File: src/rtl/rpn_alu_pkg.sv
// rpn_alu shared definitions: widths, opcodes,
// FSM states and error codes.
package rpn_alu_pkg;

  localparam int DATA_W = 16;
  localparam int DEPTH  = 64;
  localparam int CNT_W  = 7;

  localparam logic [CNT_W-1:0] DEPTH_C = CNT_W'(DEPTH);

  localparam logic [2:0] OP_PUSH = 3'd0;
  localparam logic [2:0] OP_POP  = 3'd1;
  localparam logic [2:0] OP_ADD  = 3'd2;
  localparam logic [2:0] OP_SUB  = 3'd3;
  localparam logic [2:0] OP_AND  = 3'd4;
  localparam logic [2:0] OP_XOR  = 3'd5;
  localparam logic [2:0] OP_DUP  = 3'd6;
  localparam logic [2:0] OP_MUL  = 3'd7;

  localparam logic [1:0] ERR_NONE = 2'd0;
  localparam logic [1:0] ERR_UNF  = 2'd1;
  localparam logic [1:0] ERR_OVF  = 2'd2;
  localparam logic [1:0] ERR_ILL  = 2'd3;

  typedef enum logic [2:0] {
    S_IDLE,
    S_POPB,
    S_CAPB,
    S_CAPA,
    S_PUSHR,
    S_PUSH2
  } state_t;

endpackage

File: src/rtl/rpn_alu_if.sv
// rpn_alu command channel: opcode/immediate
// offered with valid, taken on valid && ready.
interface rpn_alu_if;
  import rpn_alu_pkg::*;

  logic              valid;
  logic              ready;
  logic [2:0]        op;
  logic [DATA_W-1:0] data;

  modport master (
    output valid,
    output op,
    output data,
    input  ready
  );

  modport slave (
    input  valid,
    input  op,
    input  data,
    output ready
  );

endinterface

File: src/rtl/rpn_alu_exec.sv
// rpn_alu combinational result function (A, B, op).
// MUL is only built when RPN_ALU_MUL_EN is defined.
module rpn_alu_exec
  import rpn_alu_pkg::*;
(
  input  logic [DATA_W-1:0] i_a,
  input  logic [DATA_W-1:0] i_b,
  input  logic [2:0]        i_op,
  output logic [DATA_W-1:0] o_res
);

`ifdef RPN_ALU_MUL_EN
  logic [2*DATA_W-1:0] w_prod;
  assign w_prod = (2*DATA_W)'(i_a) * (2*DATA_W)'(i_b);
`endif

  // result select; non-arithmetic ops pass B through
  always_comb begin
    o_res = i_b;
    case (i_op)
      OP_ADD: o_res = i_a + i_b;
      OP_SUB: o_res = i_a - i_b;
      OP_AND: o_res = i_a & i_b;
      OP_XOR: o_res = i_a ^ i_b;
`ifdef RPN_ALU_MUL_EN
      OP_MUL: o_res = w_prod[DATA_W-1:0];
`endif
      default: o_res = i_b;
    endcase
  end

endmodule

File: src/rtl/rpn_alu.sv
// rpn_alu top: RPN command FSM driving a LIFO stack.
// Define RPN_ALU_MUL_EN to make opcode 7 a multiply.
module rpn_alu
  import rpn_alu_pkg::*;
(
  input  logic              i_clk,
  input  logic              i_reset,
  rpn_alu_if.slave          cmd,
  output logic              o_stk_push,
  output logic              o_stk_pop,
  output logic [DATA_W-1:0] o_stk_wdata,
  input  logic [DATA_W-1:0] i_stk_rdata,
  output logic              o_res_valid,
  output logic [DATA_W-1:0] o_res_data,
  output logic [CNT_W-1:0]  o_depth,
  output logic              o_err,
  output logic [1:0]        o_err_code
);

  state_t            r_state;
  state_t            w_state_nxt;
  logic [2:0]        r_op;
  logic [DATA_W-1:0] r_a;
  logic [DATA_W-1:0] r_b;
  logic [DATA_W-1:0] r_res;
  logic [CNT_W-1:0]  r_depth;
  logic              r_err;
  logic [1:0]        r_err_code;

  logic              w_accept;
  logic [1:0]        w_pre_code;
  logic              w_push;
  logic              w_pop;
  logic              w_res_valid;
  logic [DATA_W-1:0] w_exec;

  assign cmd.ready = (r_state == S_IDLE) && !i_reset;
  assign w_accept  = cmd.valid && cmd.ready;

  rpn_alu_exec u_exec (
    .i_a   (r_a),
    .i_b   (r_b),
    .i_op  (r_op),
    .o_res (w_exec)
  );

  // depth / legality check for the offered command
  always_comb begin
    w_pre_code = ERR_NONE;
    case (cmd.op)
      OP_PUSH: begin
        if (r_depth >= DEPTH_C) w_pre_code = ERR_OVF;
      end
      OP_POP: begin
        if (r_depth == '0) w_pre_code = ERR_UNF;
      end
      OP_DUP: begin
        if (r_depth == '0)
          w_pre_code = ERR_UNF;
        else if (r_depth >= DEPTH_C)
          w_pre_code = ERR_OVF;
      end
      OP_MUL: begin
`ifdef RPN_ALU_MUL_EN
        if (r_depth < CNT_W'(2)) w_pre_code = ERR_UNF;
`else
        w_pre_code = ERR_ILL;
`endif
      end
      default: begin
        if (r_depth < CNT_W'(2)) w_pre_code = ERR_UNF;
      end
    endcase
  end

  // next-state sequencing
  always_comb begin
    w_state_nxt = r_state;
    unique case (r_state)
      S_IDLE: begin
        if (w_accept && w_pre_code == ERR_NONE)
          w_state_nxt = (cmd.op == OP_PUSH) ? S_PUSHR : S_POPB;
      end
      S_POPB:  w_state_nxt = S_CAPB;
      S_CAPB: begin
        if (r_op == OP_POP)
          w_state_nxt = S_IDLE;
        else if (r_op == OP_DUP)
          w_state_nxt = S_PUSHR;
        else
          w_state_nxt = S_CAPA;
      end
      S_CAPA:  w_state_nxt = S_PUSHR;
      S_PUSHR: w_state_nxt = (r_op == OP_DUP) ? S_PUSH2 : S_IDLE;
      S_PUSH2: w_state_nxt = S_IDLE;
      default: w_state_nxt = S_IDLE;
    endcase
  end

  // stack strobes and result pulse, all killed by reset
  always_comb begin
    w_push      = 1'b0;
    w_pop       = 1'b0;
    w_res_valid = 1'b0;
    if (!i_reset) begin
      w_push = (r_state == S_PUSHR) || (r_state == S_PUSH2);
      w_pop  = (r_state == S_POPB) ||
               (r_state == S_CAPB && r_op != OP_POP &&
                r_op != OP_DUP);
      w_res_valid = (r_state == S_CAPB) && (r_op == OP_POP);
    end
  end

  // state register
  always_ff @(posedge i_clk) begin
    if (i_reset) r_state <= S_IDLE;
    else         r_state <= w_state_nxt;
  end

  // command latch and operand capture
  always_ff @(posedge i_clk) begin
    if (i_reset) begin
      r_op  <= OP_PUSH;
      r_a   <= '0;
      r_b   <= '0;
      r_res <= '0;
    end else begin
      if (w_accept) begin
        r_op <= cmd.op;
        r_b  <= cmd.data;
      end
      if (r_state == S_CAPB) r_b <= i_stk_rdata;
      if (r_state == S_CAPA) r_a <= i_stk_rdata;
      if (w_res_valid)       r_res <= i_stk_rdata;
    end
  end

  // occupancy tracks the strobes actually issued
  always_ff @(posedge i_clk) begin
    if (i_reset)     r_depth <= '0;
    else if (w_push) r_depth <= r_depth + CNT_W'(1);
    else if (w_pop)  r_depth <= r_depth - CNT_W'(1);
  end

  // sticky error, first code wins
  always_ff @(posedge i_clk) begin
    if (i_reset) begin
      r_err      <= 1'b0;
      r_err_code <= ERR_NONE;
    end else if (w_accept && w_pre_code != ERR_NONE) begin
      r_err <= 1'b1;
      if (r_err_code == ERR_NONE) r_err_code <= w_pre_code;
    end
  end

  assign o_stk_push  = w_push;
  assign o_stk_pop   = w_pop;
  assign o_stk_wdata = w_push ? w_exec : '0;
  assign o_res_valid = w_res_valid;
  assign o_res_data  = w_res_valid ? i_stk_rdata : r_res;
  assign o_depth     = r_depth;
  assign o_err       = r_err;
  assign o_err_code  = r_err_code;

endmodule
File: src/flat_wrapper.sv
// flat-port wrapper written by rule: the top's interface ports become plain ports
module rpn_alu_flat import rpn_alu_pkg::*;
  (i_clk, i_reset, o_stk_push, o_stk_pop, o_stk_wdata, i_stk_rdata, o_res_valid, o_res_data, o_depth, o_err, o_err_code, cmd_valid, cmd_op, cmd_data, cmd_ready);
  rpn_alu_if cmd_i ();
  input  logic i_clk;
  input  logic i_reset;
  output logic o_stk_push;
  output logic o_stk_pop;
  output logic [DATA_W-1:0] o_stk_wdata;
  input  logic [DATA_W-1:0] i_stk_rdata;
  output logic o_res_valid;
  output logic [DATA_W-1:0] o_res_data;
  output logic [CNT_W-1:0] o_depth;
  output logic o_err;
  output logic [1:0] o_err_code;
  input wire logic [$bits(cmd_i.valid)-1:0] cmd_valid;
  input wire logic [$bits(cmd_i.op)-1:0] cmd_op;
  input wire logic [$bits(cmd_i.data)-1:0] cmd_data;
  output wire logic [$bits(cmd_i.ready)-1:0] cmd_ready;
  assign cmd_i.valid = cmd_valid;
  assign cmd_i.op = cmd_op;
  assign cmd_i.data = cmd_data;
  assign cmd_ready = cmd_i.ready;
  rpn_alu u_core (.i_clk(i_clk), .i_reset(i_reset), .cmd(cmd_i), .o_stk_push(o_stk_push), .o_stk_pop(o_stk_pop), .o_stk_wdata(o_stk_wdata), .i_stk_rdata(i_stk_rdata), .o_res_valid(o_res_valid), .o_res_data(o_res_data), .o_depth(o_depth), .o_err(o_err), .o_err_code(o_err_code));
endmodule
File: config.mk
export PLATFORM = sky130hd
export DESIGN_NAME = rpn_alu_flat
export DESIGN_NICKNAME = d
export VERILOG_FILES = /design/src/rtl/rpn_alu_pkg.sv /design/src/rtl/rpn_alu_if.sv /design/src/rtl/rpn_alu_exec.sv /design/src/rtl/rpn_alu.sv /design/src/flat_wrapper.sv
export SDC_FILE = /design/constraint.sdc
export NUM_CORES = 1
export LEC_CHECK = 0
export ABC_AREA = 1
export CORE_MARGIN = 2
export CORE_UTILIZATION = 55
export DETAILED_ROUTE_END_ITERATION = 6
export GPL_TIMING_DRIVEN = 0
export PLACE_DENSITY_LB_ADDON = 0.15
export SLEW_MARGIN = 20
export SYNTH_ARGS = -nofsm -noshare
export SYNTH_HDL_FRONTEND = slang
export SYNTH_HIERARCHICAL = 1
export SYNTH_SLANG_ARGS = --single-unit
File: constraint.sdc
create_clock -name i_clk -period 3.1 [get_ports i_clk]
set_input_delay 0.62 -clock i_clk [delete_from_list [all_inputs] [get_ports i_clk]]
set_output_delay 0.62 -clock i_clk [all_outputs]
set_load 0.02 [all_outputs]
==> flow_metrics.env <==
export IMPL_worstSetupPathType="register to output port"
export IMPL_synth_area_mm2=0.00504
export IMPL_core_mm2=0.00881
export IMPL_hold_path_class="register to register"
export IMPL_path_max_fanout=6
export IMPL_fin_tns_setup_ps=-5570
export IMPL_die_height_um=99.7
export IMPL_hold_path_startpoint="u_core/o_err_code[0]$_SDFFE_PP0P_"
export IMPL_drive_gt1_share_pct=26.1
export IMPL_synth_edf_count=0
export IMPL_outcome="finished, violations left"
export IMPL_synth_ff_type="dfxtp_1"
export IMPL_p_leak_nw=3.73
export IMPL_grt_use_total_pct=30.5
export IMPL_synth_warnings=6
export IMPL_critPathArrivalTime_ps=3120
export IMPL_async_reset_ff_share_pct=0
export IMPL_grt_pass1_wl_mm=24.7
export IMPL_num_vias=5634
export IMPL_min_period_over_period_pct=121
export IMPL_nets=985
export IMPL_final_core_utilization_pct=80.1
export IMPL_clock_skew_ps=15.3
export IMPL_rows=34
export IMPL_top_level_ports=84
export IMPL_avgSynthCellArea_um2=6.49
export IMPL_port_buffers=82
export IMPL_post_place_ws_ps=-871
export IMPL_antenna_found_initial=0
export IMPL_yosysTopAreaCell="dfxtp_1"
export IMPL_seq_area_frac_synth_pct=25.4
export IMPL_die_w_um=99.7
export IMPL_synthToLayoutAreaGrowth_pct=40.0
export IMPL_power_density_mw_per_mm2=1020
export IMPL_setup_viol=15
export IMPL_cts_root_buffer="clkbuf_8"
export IMPL_drt_initial_drc_count=272
export IMPL_fin_ws_ps=-642
export IMPL_tritoncts="yes"
export IMPL_yosysUniqueCellTypes=43
export IMPL_post_route_drc_count=0
export IMPL_cp_start_kind="register"
export IMPL_routed_via_density=5.52
export IMPL_globalplace_congestion=0.936
export IMPL_tightest_slew_ps=518
export IMPL_n_fill_cell=613
export IMPL_rsz0062_at_grt="true"
export IMPL_hold_buffers=0
export IMPL_fin_area_mm2=0.00705
export IMPL_violations="setup timing"
export IMPL_ir_worst_vdd_mv=0.408
export IMPL_clk_latency_ps=350
export IMPL_placed_cell_area_mm2=0.00600
export IMPL_use_met1_pct=40.9
export IMPL_drv_cap=0
export IMPL_initial_core_util_pct=57.2
export IMPL_grt_use_met3_pct=5.83
export IMPL_end_kind="output port"
export IMPL_required_ps=2480
export IMPL_dp_hpwl_mm=11.0
export IMPL_grt_pass1_vias=5324
export IMPL_slew_headroom_pct=65.5
export IMPL_syn_nets=853
export IMPL_startpoint="u_core/r_b[2]$_SDFFE_PP0P_"
export IMPL_antenna_left=0
export IMPL_min_period_ps=3740
export IMPL_hold_viol=0
export IMPL_final_max_slew_viol_count=0
export IMPL_cts_path_max_buffers=2
export IMPL_final_common_cell="nand2_1"
export IMPL_wl_per_cell_um=15.7
export IMPL_timing_fmax_mhz=267
export IMPL_synth_seq_cells=64
export IMPL_layout_common_cells="134 x nand2_1, 108 x inv_1, 99 x nor2_1, 57 x clkdlybuf4s50_1, 54 x dfxtp_1"
export IMPL_cts_sinks=64
export IMPL_grt_max_degree=16
export IMPL_synth_cells=776
export IMPL_synth_area_leaders="dfxtp_1 25%, nand2_1 12%, ha_1 9.2%"
export IMPL_grtUsageMet2_pct=50.2
export IMPL_cts_clk_slew_worst_paths_ps=80
export IMPL_totalWireLength_mm=16.0
export IMPL_r2r_start="u_core/r_state[1]$_SDFFE_PP0P_"
export IMPL_die_area_mm2=0.00994
export IMPL_cts_made_buffers=9
export IMPL_drtPass1Iterations=5
export IMPL_overflow=0
export IMPL_grt_busiest_layer="met2"
export IMPL_diodes=0
export IMPL_yosysTopAreaCellShare_pct=25.4
export IMPL_cts_htree_levels=3
## sequential cells by signal (all words and copies together), names as in the netlist
| register | flops |
|---|---|
| u_core/r_a | 16 |
| u_core/r_b | 16 |
| u_core/r_res | 16 |
| u_core/o_depth | 7 |
| u_core/r_op | 3 |
| u_core/r_state | 3 |
| u_core/o_err_code | 2 |
| u_core/o_err | 1 |
## stage by stage
step / instances / hold WS [ps] / total power [mW]
after floorplan: 776 / 457 / 3.84
after global placement: 966 / 457 / 4.55
after detailed placement: 966 / 461 / 4.68
after CTS: 1006 / 474 / 6.29
after global routing: 1021 / 510 / 7.72
final: 1021 / 473 / 7.21
## layout make-up
class	instances	area, um^2	share of cell area [%]
buffer	22	144	2.04
clock buffer	9	124	1.76
clock inverter	7	72.6	1.03
inverter	123	474	6.72
multi-input combinational	567	3660	51.9
sequential	64	1300	18.5
tap	108	135	1.92
timing repair buffer	121	1140	16.2
## routing by layer
layer  up-vias  part of all wire (%)
met5         -                     0
met1      2595                    42
met2       247                    47
met4         0                   2.4
li1       2753                     -
met3        39                   8.1
## critical path: stages, from the launching register on
cell and delay [ps]:
dfxtp_2 380, inv_2 110, nand3_4 100, o21ai_4 190
o21ai_2 100, nor2_2 150, o21ai_1 90, xor2_1 180
ha_1 340, nand2_2 80, buf_4 150, nor3_4 210
a21oi_2 90, nand3_1 90, nand3_1 90, nand3_1 90
inv_1 50, nor2_2 140, buf_6 140
## where the power goes
group	switching (mW)	leakage, nW	internal (mW)	total, mW
clock	0.338	0.0952	0.370	0.708
combinational	2.90	3.11	2.31	5.21
sequential	0.272	0.525	1.02	1.29
total	3.51	3.73	3.70	7.21
## path summary, 6_finish.rpt
kind              cells after the start                           endpoint  slack (ps)
setup reg to reg                     11     u_core/o_depth[6]$_SDFFE_PP0P_         760
hold reg to reg                       2  u_core/o_err_code[0]$_SDFFE_PP0P_         470
hold / removal                        2  u_core/o_err_code[0]$_SDFFE_PP0P_         470
setup / recovery                     18                    o_stk_wdata[15]        -640
## Yosys cell counts, types with 8 or more instances
| master | n |
|---|---|
| or2_1 | 9 |
| xor2_1 | 13 |
| nand4_1 | 12 |
| dfxtp_1 | 64 |
| o21ai_0 | 54 |
| nand3_1 | 48 |
| nand2_1 | 162 |
| nand3b_1 | 9 |
| a21oi_1 | 38 |
| ha_1 | 37 |
| nor2_1 | 109 |
| o21ai_2 | 8 |
| or2_2 | 11 |
| inv_1 | 118 |
## cells by family (layout without fill, tap and decap cells)
logic type / count (synthesis) / count (layout) / share of synthesized area [%]
flip-flops: 64 / 64 / 25.4
XOR/XNOR: 18 / 18 / 3.13
AND/OR/NAND/NOR: 380 / 380 / 34.2
AO/OA/AOI/OAI: 130 / 130 / 15.3
adder cells (fa/ha/maj): 39 / 39 / 9.98
buffers and inverters: 145 / 282 / 11.9
## repair_timing
item | in CTS | in global routing
gates resized for setup | 166 | 76
endpoints found under the setup margin | 17 | 25
setup buffers | 24 | 15
pin swaps | 44 | 47
hold endpoints to repair | 0 | 0
(Power assumes the default switching activity.)
